File: config.mk
export PLATFORM = sky130hd
export DESIGN_NAME = glyph_scan
export DESIGN_NICKNAME = d
export VERILOG_FILES = /design/src/rtl/glyph_scan.sv
export SDC_FILE = /design/constraint.sdc
export NUM_CORES = 1
export LEC_CHECK = 0
export BUFFER_PORTS_ARGS = -buffer_cell sky130_fd_sc_hd__clkbuf_2
export CAP_MARGIN = 20
export CORE_MARGIN = 2
export CORE_UTILIZATION = 55
export DETAILED_ROUTE_END_ITERATION = 16
export PLACE_DENSITY = 0.73
export REMOVE_ABC_BUFFERS = 1
export SLEW_MARGIN = 15
export SYNTH_ARGS = -nofsm -noshare
export SYNTH_HDL_FRONTEND = slang
export SYNTH_SLANG_ARGS = --single-unit
File: constraint.sdc
create_clock -name clk -period 3.25 [get_ports clk]
set_input_delay 0.4875 -clock clk [delete_from_list [all_inputs] [get_ports clk]]
set_output_delay 0.4875 -clock clk [all_outputs]
set_load 0.01 [all_outputs]
File: src/rtl/glyph_scan.sv
// Raster scan generator: walks the pixel grid one pixel per enabled clock and
// emits sync, data-enable, coarse column (with a counter-tracked mod-3) and row.
module glyph_scan #(
  parameter int   H_ACTIVE = 480,
  parameter int   H_FRONT  = 16,
  parameter int   H_SYNC   = 64,
  parameter int   H_BACK   = 40,
  parameter int   V_ACTIVE = 360,
  parameter int   V_FRONT  = 3,
  parameter int   V_SYNC   = 4,
  parameter int   V_BACK   = 13,
  parameter int   SCALE    = 4,
  parameter logic SYNC_POL = 1'b0
) (
  input  logic       clk,
  input  logic       rst,
  input  logic       en,
  output logic       hsync,
  output logic       vsync,
  output logic       de,
  output logic [6:0] col,
  output logic [1:0] col_mod3,
  output logic [8:0] row,
  output logic       line_start,
  output logic       frame_start
);

  localparam int H_TOTAL = H_ACTIVE + H_FRONT + H_SYNC + H_BACK;
  localparam int V_TOTAL = V_ACTIVE + V_FRONT + V_SYNC + V_BACK;
  localparam int HW = $clog2(H_TOTAL);
  localparam int VW = $clog2(V_TOTAL);
  localparam int SW = (SCALE > 1) ? $clog2(SCALE) : 1;

  localparam logic [HW-1:0] H_LAST = HW'(H_TOTAL - 1);
  localparam logic [HW-1:0] H_ACT  = HW'(H_ACTIVE);
  localparam logic [HW-1:0] HS_BEG = HW'(H_ACTIVE + H_FRONT);
  localparam logic [HW-1:0] HS_END = HW'(H_ACTIVE + H_FRONT + H_SYNC);
  localparam logic [VW-1:0] V_LAST = VW'(V_TOTAL - 1);
  localparam logic [VW-1:0] V_ACT  = VW'(V_ACTIVE);
  localparam logic [VW-1:0] VS_BEG = VW'(V_ACTIVE + V_FRONT);
  localparam logic [VW-1:0] VS_END = VW'(V_ACTIVE + V_FRONT + V_SYNC);
  localparam logic [SW-1:0] S_LAST = SW'(SCALE - 1);

  logic [HW-1:0] hcnt, h_nxt;
  logic [VW-1:0] vcnt, v_nxt;
  logic [SW-1:0] sub, sub_nxt;
  logic [6:0]    col_nxt;
  logic [1:0]    mod_nxt;
  logic          de_nxt;

  // Outputs are registered from the next-state counters so all of them
  // describe the same hcnt/vcnt position.
  always_comb begin
    h_nxt = (hcnt == H_LAST) ? '0 : hcnt + HW'(1);
    v_nxt = vcnt;
    if (hcnt == H_LAST)
      v_nxt = (vcnt == V_LAST) ? '0 : vcnt + VW'(1);
    de_nxt  = (h_nxt < H_ACT) && (v_nxt < V_ACT);
    sub_nxt = '0;
    col_nxt = '0;
    mod_nxt = '0;
    // Only advance when staying inside an active run; entering one restarts at 0.
    if (de_nxt && de) begin
      if (sub == S_LAST) begin
        col_nxt = col + 7'd1;
        mod_nxt = (col_mod3 == 2'd2) ? 2'd0 : col_mod3 + 2'd1;
      end else begin
        sub_nxt = sub + SW'(1);
        col_nxt = col;
        mod_nxt = col_mod3;
      end
    end
  end

  always_ff @(posedge clk or posedge rst) begin
    if (rst) begin
      hcnt        <= '0;
      vcnt        <= '0;
      sub         <= '0;
      de          <= 1'b1;
      col         <= '0;
      col_mod3    <= '0;
      row         <= '0;
      line_start  <= 1'b1;
      frame_start <= 1'b1;
      hsync       <= ~SYNC_POL;
      vsync       <= ~SYNC_POL;
    end else if (en) begin
      hcnt        <= h_nxt;
      vcnt        <= v_nxt;
      sub         <= sub_nxt;
      de          <= de_nxt;
      col         <= col_nxt;
      col_mod3    <= mod_nxt;
      row         <= (v_nxt < V_ACT) ? 9'(v_nxt) : '0;
      line_start  <= (h_nxt == '0);
      frame_start <= (h_nxt == '0) && (v_nxt == '0);
      hsync       <= (h_nxt >= HS_BEG && h_nxt < HS_END) ? SYNC_POL : ~SYNC_POL;
      vsync       <= (v_nxt >= VS_BEG && v_nxt < VS_END) ? SYNC_POL : ~SYNC_POL;
    end
  end

endmodule

==> results of run 1 <==
==> worst max path at each step <==
stage                        from           to  cells after the start
after floorplan           hcnt[5]       col[3]                      6
after global placement    hcnt[5]       col[3]                      8
after detailed placement  hcnt[5]  col_mod3[0]                      9
after CTS                 hcnt[5]       col[5]                      8
after global routing      hcnt[5]       col[5]                      8
final                     hcnt[5]  col_mod3[0]                      9
==> power by group through the flow <==
stage	sequential (mW)	combinational (mW)	clock, mW
floorplan	0.794	0.298	0
global placement	0.780	0.481	0
detailed placement	0.784	0.490	0
CTS	0.773	0.494	0.366
global route	0.791	0.559	0.388
finish	0.777	0.493	0.356
==> final cells by class <==
type	count	area (um^2)	area share, %
Sequential cell	44	1110	36.9
Multi-Input combinational cell	221	1430	47.6
Tap cell	67	83.8	2.79
Timing Repair Buffer	40	238	7.92
Clock buffer	8	90.1	3.00
Inverter	14	52.6	1.75
==> worst max-delay path, stage by stage, from the launching register on <==
cell and delay [ps]:
dfrtp_1 500, nand4bb_1 320, or3_1 460, buf_4 210, o21ai_0 280, a211oi_2 140
o211ai_2 390, nand4_1 280, buf_4 230, o2bb2ai_1 130
==> kinds of logic after synthesis <==
kind of cell	share of synthesized area (%)
and+or+nand+nor	23.0
AOI/OAI and AO/OA	21.8
muxes	3.21
adders and majority gates	1.86
buffers and inverters	5.72
DFF	41.1
xor gates and xnor gates	3.25
==> registers in the layout (all words and copies together), names as in the netlist <==
register and flops:
hcnt 10, row 9, vcnt 9, col 7
col_mod3 2, sub 2, de 1, frame_start 1
hsync 1, line_start 1, vsync 1
==> routing by layer <==
| metal | vias to the layer above | GRT usage (%) | part of all wire [%] |
|---|---|---|---|
| met1 | 1141 | 37.6 | 48 |
| met2 | 71 | 36.0 | 45 |
| met3 | 9 | 4.88 | 5.8 |
| li1 | 1167 | - | - |
| met4 | 0 | 8.89 | 1.4 |
| met5 | - | 0 | 0 |
==> metrics by stage <==
stage / cell area (um^2) / worst slack [ps] / std cells
CTS: 3000 / 259 / 394
finish: 3000 / 238 / 394
global placement: 2910 / 415 / 386
detailed placement: 2910 / 292 / 386
global route: 3000 / 23.5 / 394
floorplan: 2590 / 420 / 279
==> synthesized netlist by cell type, drive strengths merged, types with 5 or more instances <==
cell type,n
inv,14
and3,8
dfstp,5
nand2,30
nand3,16
a31oi,5
nand4,11
o2bb2ai,10
o21ai,18
mux2,5
dfrtp,39
xnor2,7
clkbuf,18
nor2,18
a21oi,17
nor3,6
==> placed cells by master (no fill, tap or decap), types with 6 or more instances in the layout <==
master     instances
a21oi_1           17
and3_1             8
buf_4             15
clkbuf_2          25
clkbuf_8           6
dfrtp_1           39
inv_1             13
nand2_1           30
nand3_1           16
nand4_1           11
nor2_1            18
nor3_1             6
o21ai_0           18
o2bb2ai_1         10
xnor2_1            7
==> reports/results.txt, run 1 <==
Highest achievable clock rate - 332 MHz
First drt pass iteration count - 4
IO Port Bufs - 25
Number of global-route vias before repair - 2209
Largest net degree at the start of global routing - 45
LEAKAGE - 1.27 nW
Initial antenna violation count - 0
Int Pwr - 1.04 mW
Clk_lat worst skew - 290 ps
Grt ovf - 0
Clock Path Buffers - 2
Die H - 74.0 um
Post-detailed-route count of antenna-violating nets - 0
Setup repair after global routing missed its margin - no
Global-route usage over all layers - 25.0%
CP max FO - 12
TritonCTS clock tree - built
Final Core Density - 63.5%
Core ar. - 4720 um^2
Initial core utilization - 57.0%
CTS Buf Count - 5
Final worst path period share - 92.7%
Final Wtd Congestion - 1.04
Htree depth - 2
Critical path arrival - 3230 ps
IO Pins - 26
CTS clk-pin slew, worst paths - 80 ps
Antenna diode instance count - 0
Reg2reg path depth - 9
Share of power burned in the clock network - 21.9%
Cell area after synthesis - 2690 um^2
Die ar. - 5470 um^2
Setup Crit Path Kind - reg -> reg
Top-area cell type share of the netlist area - 36.3%
Max-slew violations - 0
Slew @ Worst Pin - 913 ps
Post-layout nets - 333
Post-route setup TNS - 0 ps
Residual DRC - 0
Clock Skew - 7.73 ps
Synth async-reset ratio - 100%
Iteration-0 DRC Markers - 189
Comb pwr share - 30.3%
Sequential share of power - 47.8%
Post-DP HPWL - 4410 um
Status - completed
Peak supply drop - 0.385 mV
Mean Syn Cell Area - 8.94 um^2
Post-Syn Instances - 301
Max Cap Viol - 0
Root buffer cell - clkbuf_8
Wire per inst - 15.9 um
P&R area growth vs syn - 11.5%
FP Rows - 25
Share of layout cells above drive strength 1 - 19.3%
Synth warn - 0
Max-slew headroom - 39.1%
CP endpoint kind - flop
Pwr dens - 542 nW/um^2
Critical Path Start Type - flop
Min-Delay Path Class - in -> async
Layout fillers - 420
Flop2flop setup slack - 240 ps
Vias/cell - 6.06
CTS Sinks - 44
CTS resizes - 0
Wirelength, routed - 6260 um
Ys flop type - dfrtp_1
Ranking of synthesized cells by area - dfrtp_1 (36%), dfstp_2 (4.9%), nand2_1 (4.2%), o21ai_0 (3.3%), o2bb2ai_1 (3.3%)
Switch share - 36.0%
First-pass GRT wire length - 10600 um
CTS Hold Buffers Added - 0
Minimum hold slack - 371 ps
Critical R2R Launch - hcnt[5]
Synth area leader - dfrtp_1
#FFs+latches synth - 44
Post-synth EDFFs - 0
Final hold violations - 0
Total power - 1.63 mW
Reg-to-Reg End - col_mod3[0]
DR vias - 2388
Die Wd - 74.0 um
Post-CTS Setup Inserts - 0
Synth unique cells - 56
Worst Path Required - 3470 ps
Sw power - 0.585 mW
Post-synthesis sequential area ratio - 41.1%
Period minus WS final - 3010 ps
Setup Viol. Count Final - 0
Note: power is estimated with default switching activity, not from simulation.
==> run 2: changes to the inputs <==
Settings changed: CORE_UTILIZATION 55 to 30, PLACE_DENSITY 0.73 to 0.44, REMOVE_ABC_BUFFERS 1 to unset.
==> reports/results.txt, run 2 (synthesized netlist as in run 1, its figures left out) <==
P&R area growth vs syn - 13.2%
Post-route setup TNS - 0 ps (unchanged)
IO Port Bufs - 25 (unchanged)
Max-slew headroom - 48.3% (+9.3 points)
Core ar. - 8720 um^2 (+85%)
CTS resizes - 0 (unchanged)
Root buffer cell - clkbuf_8
WP depth - 8 (-1)
Multi-input logic area - 1430 um^2 (unchanged)
Worst Path Required - 3440 ps (-30 ps)
Clock Skew - 10.2 ps (+2.45 ps)
Post-layout nets - 331 (-0.60%)
Htree depth - 2 (unchanged)
DR vias - 2342 (-1.9%)
WP buf/inv - 1 (-1)
Flop2flop setup slack - 350 ps (+110 ps)
Cell Count, Final, Fillers Out - 433 (+9.9%)
FP Rows - 34 (+36%)
Largest reg by FF count - hcnt
CP max FO - 13 (+1)
Die ar. - 9740 um^2 (+78%)
Post-Syn Nets - 308
Top Registers - hcnt x10, row x9, vcnt x9
Grt ovf - 0 (unchanged)
Setup Crit Path Kind - reg -> reg
Worst Setup SP - hcnt[7]
Final Wtd Congestion - 0.790 (-24%)
Setup Viol. Count Final - 0 (unchanged)
LEAKAGE - 1.26 nW (-0.55%)
CTS Sinks - 44 (unchanged)
Most frequent cells in the layout - dfrtp_1 (39), nand2_1 (30), clkbuf_2 (25)
First-pass GRT wire length - 11400 um (+7.7%)
Final worst path period share - 89.3% (-3.4 points)
Global-route usage over all layers - 14.5% (-11 points)
Antenna diode instance count - 0 (unchanged)
Critical path's most frequent cell - or3_1
Iteration-0 DRC Markers - 213 (+13%)
Setup repair after global routing missed its margin - no
Wire per inst - 15.8 um (-0.69%)
Critical Path Sink - col[4]
Initial antenna violation count - 0 (unchanged)
Critical R2R Launch - hcnt[7]
Period minus WS final - 2900 ps (-111 ps)
Critical Path Start Type - flop
Die Wd - 98.7 um (+33%)
Crit-path slowest cell - or3_1
Initial core utilization - 30.9% (-26 points)
Pwr dens - 536 nW/um^2 (-1.0%)
Final hold violations - 0 (unchanged)
IO Pins - 26 (unchanged)
Cell Chain, Critical Path - or2_4 -> or3_1 -> or3_1 -> a211oi_2 -> o211ai_2 -> nand4_1 -> buf_4 -> o22ai_1
Inst Count DP - 424 (+9.8%)
Clock Path Buffers - 2 (unchanged)
CTS Hold Buffers Added - 0 (unchanged)
CP endpoint kind - flop
Max-slew violations - 0 (unchanged)
Post-DP HPWL - 4880 um (+11%)
CTS Buf Count - 5 (unchanged)
First drt pass iteration count - 4 (unchanged)
Die H - 98.7 um (+33%)
Minimum hold slack - 91.9 ps (-279 ps)
Sequential Area - 1110 um^2 (unchanged)
Post-CTS Setup Inserts - 0 (unchanged)
Critical path arrival - 3090 ps (-140 ps)
Max reg flops - 10 (unchanged)
TritonCTS clock tree - built
Slew @ Worst Pin - 774 ps (-138 ps)
CP peak stage delay - 560 ps (+60 ps)
Residual DRC - 0 (unchanged)
CTS clk-pin slew, worst paths - 90 ps (about the same)
Vias/cell - 5.41 (-11%)
Peak supply drop - 0.207 mV (-46%)
Status - completed
Share of layout cells above drive strength 1 - 18.8% (-0.50 points)
Highest achievable clock rate - 345 MHz (+3.8%)
Top delay family on crit path - simple AND/OR/NAND/NOR gates
Post-detailed-route count of antenna-violating nets - 0 (unchanged)
Wirelength, routed - 6830 um (+9.1%)
Largest net degree at the start of global routing - 45 (unchanged)
Commonest non-fill, non-tap cell in the layout - dfrtp_1
Layout fillers - 912 (+120%)
Clk_lat worst skew - 300 ps (about the same)
Min-Delay Path Class - in -> async
Number of global-route vias before repair - 2173 (-1.6%)
Reg2reg path depth - 8 (-1)
Max Cap Viol - 0 (unchanged)
Reg-to-Reg End - col[4]
run 2: cell count changes in the layout (fill, tap and decap cells not counted):
cell | before | now
buf_4 | 15 | 12
clkbuf_8 | 6 | 5
clkinv_4 | 0 | 1
buf_12 | 0 | 1
run 2: area by class of cell:
cell class,count,share of cell area (%)
timing repair buffer,38,7.72
clock buffer,7,2.51
tap,108,4.44
multi-input combinational,221,47.0
sequential,44,36.4
clock inverter,1,0.288
inverter,14,1.73
run 2: how the worst min path moves through the flow:
stage | depth (start not counted) | slack, ps | to
6_report | 2 | 90 | hcnt[5]
5_1_grt | 2 | 110 | hcnt[5]
4_1_cts | 2 | 420 | hcnt[3]
3_5_place_dp | 2 | 460 | line_start
3_3_place_gp | 2 | 470 | hsync
2_1_floorplan | 1 | 460 | sub[1]
run 2: power by group:
part           total (mW)  switching, mW  internal (mW)
Combinational       0.520          0.299          0.221
Sequential          0.759          0.108          0.651
Clock               0.354          0.200          0.154
run 2: stage by stage:
step           util [%]  area [um^2]  power, mW  setup WS (ps)
2_1_floorplan         -         2690       1.12            610
3_3_place_gp       33.7         2940       1.30            457
3_5_place_dp       33.7         2940       1.29            363
4_1_cts            34.7         3030       1.65            353
5_1_grt            34.9         3050       1.76           72.5
6_report           34.9         3050       1.63            349
run 2: layer usage:
layer	track usage (%)	vias to the layer above	part of all wire, %
met1	21.5	1124	50
met5	0	-	0
met2	22.3	52	46
met4	3.79	0	0.97
li1	-	1161	-
met3	1.99	5	3.7
==> run 3: changes to the inputs <==
Settings changed: REMOVE_ABC_BUFFERS set to 1.
==> reports/results.txt, run 3 (synthesized netlist as in run 1, its figures left out) <==
Status - completed
Post-CTS Setup Inserts - 0 (unchanged)
Post-route setup TNS - 0 ps (unchanged)
Die Wd - 98.7 um (unchanged)
Post-DP HPWL - 5020 um (+3.0%)
Antenna diode instance count - 0 (unchanged)
Peak supply drop - 0.281 mV (+36%)
Grt ovf - 0 (unchanged)
Top delay family on crit path - simple AND/OR/NAND/NOR gates
Largest net degree at the start of global routing - 45 (unchanged)
Die ar. - 9740 um^2 (unchanged)
Post-layout nets - 338 (+2.1%)
FP Rows - 34 (unchanged)
Min-Delay Path Class - in -> async
Share of layout cells above drive strength 1 - 21.4% (+2.6 points)
Final Wtd Congestion - 0.830 (+5.1%)
Max reg flops - 10 (unchanged)
Global-route usage over all layers - 15.2% (+0.66 points)
Max-slew violations - 0 (unchanged)
Cell Chain, Critical Path - ha_1 -> nand3_1 -> or3_4 -> or3_1 -> a211oi_2 -> o211ai_2 -> buf_4 -> a41oi_1 -> o22ai_1
Clock Path Buffers - 2 (unchanged)
P&R area growth vs syn - 15.6%
Most frequent cells in the layout - dfrtp_1 (39), nand2_1 (30), clkbuf_2 (25)
LEAKAGE - 1.31 nW (+3.6%)
Pwr dens - 534 nW/um^2 (-0.36%)
Setup repair after global routing missed its margin - no
Residual DRC - 0 (unchanged)
Period minus WS final - 2800 ps (-101 ps)
Iteration-0 DRC Markers - 161 (-24%)
Final worst path period share - 86.2% (-3.1 points)
Critical path arrival - 2970 ps (-120 ps)
Max-slew headroom - 48.4% (+0.099 points)
CTS resizes - 0 (unchanged)
Multi-input logic area - 1440 um^2 (+0.35%)
Wire per inst - 15.9 um (+0.82%)
Max Cap Viol - 0 (unchanged)
CTS Hold Buffers Added - 0 (unchanged)
Setup Crit Path Kind - reg -> reg
Sequential Area - 1110 um^2 (unchanged)
Vias/cell - 5.45 (+0.72%)
WP buf/inv - 1 (unchanged)
CTS clk-pin slew, worst paths - 90 ps (about the same)
CTS Sinks - 44 (unchanged)
Setup Viol. Count Final - 0 (unchanged)
Die H - 98.7 um (unchanged)
Slew @ Worst Pin - 773 ps (-1.48 ps)
IO Pins - 26 (unchanged)
Post-detailed-route count of antenna-violating nets - 0 (unchanged)
Critical Path Start Type - flop
Minimum hold slack - 172 ps (+80.6 ps)
CP endpoint kind - flop
Highest achievable clock rate - 357 MHz (+3.6%)
CTS Buf Count - 5 (unchanged)
CP max FO - 16 (+3)
TritonCTS clock tree - built
Initial core utilization - 30.9% (unchanged)
Number of global-route vias before repair - 2283 (+5.1%)
Layout fillers - 880 (-3.5%)
Final hold violations - 0 (unchanged)
Htree depth - 2 (unchanged)
CP peak stage delay - 450 ps (-110 ps)
Core ar. - 8720 um^2 (unchanged)
Worst Path Required - 3420 ps (-20 ps)
Clock Skew - 8.13 ps (-2.04 ps)
First-pass GRT wire length - 12000 um (+4.6%)
Clk_lat worst skew - 300 ps (about the same)
Initial antenna violation count - 0 (unchanged)
Top Registers - hcnt x10, row x9, vcnt x9
Largest reg by FF count - hcnt
Root buffer cell - clkbuf_8
Wirelength, routed - 6990 um (+2.4%)
First drt pass iteration count - 4 (unchanged)
Commonest non-fill, non-tap cell in the layout - dfrtp_1
DR vias - 2397 (+2.3%)
IO Port Bufs - 25 (unchanged)
Crit-path slowest cell - or3_4
run 3: worst paths after layout:
check	depth (start not counted)	endpoint	start	slack, ps
max	9	col[4]	hcnt[0]	450
min	2	col_mod3[1]	rst	170
max reg2reg	9	col[4]	hcnt[0]	450
min reg2reg	2	line_start	line_start	470
max in group asynchronous	3	de	rst	2500
min in group clk	2	line_start	line_start	470
run 3: cell type report:
type / count / area share (%)
clock buffers: 6 / 2.65
clock inverters: 2 / 0.322
inverters: 14 / 1.69
multi-input cells: 221 / 46.1
flip-flops and latches: 44 / 35.6
well taps: 108 / 4.34
repair buffers: 45 / 9.25
run 3: power breakdown:
| group | leakage, nW | switching, mW | internal (mW) |
|---|---|---|---|
| clock network | 0.0510 | 0.200 | 0.170 |
| registers | 0.560 | 0.120 | 0.651 |
| logic | 0.697 | 0.291 | 0.229 |
| total | 1.31 | 0.612 | 1.05 |
run 3: per-stage QoR:
| stage | std cells | power [mW] | cell area [um^2] | utilization, % | setup WS [ps] |
|---|---|---|---|---|---|
| CTS | 439 | 1.68 | 3090 | 35.4 | 231 |
| floorplan | 279 | 1.09 | 2590 | - | 420 |
| finish | 440 | 1.66 | 3110 | 35.7 | 450 |
| detailed placement | 431 | 1.30 | 2990 | 34.3 | 277 |
| global placement | 431 | 1.30 | 2990 | 34.3 | 313 |
| global route | 440 | 1.79 | 3110 | 35.7 | 157 |
run 3: per-layer routing:
| layer | global-route usage (%) | wire length [um] | vias up |
|---|---|---|---|
| li1 | - | - | 1180 |
| met1 | 22.4 | 3580 | 1159 |
| met2 | 22.6 | 3060 | 49 |
| met3 | 2.55 | 241 | 9 |
| met4 | 5.16 | 111 | 0 |
| met5 | 0 | 0 | - |
run 3: worst reg2reg max path: stages, from the launching register on:
cell and delay, ps:
dfrtp_1 410, ha_1 260, nand3_1 150, or3_4 450, or3_1 400, a211oi_2 300
o211ai_2 190, buf_4 230, a41oi_1 180, o22ai_1 110
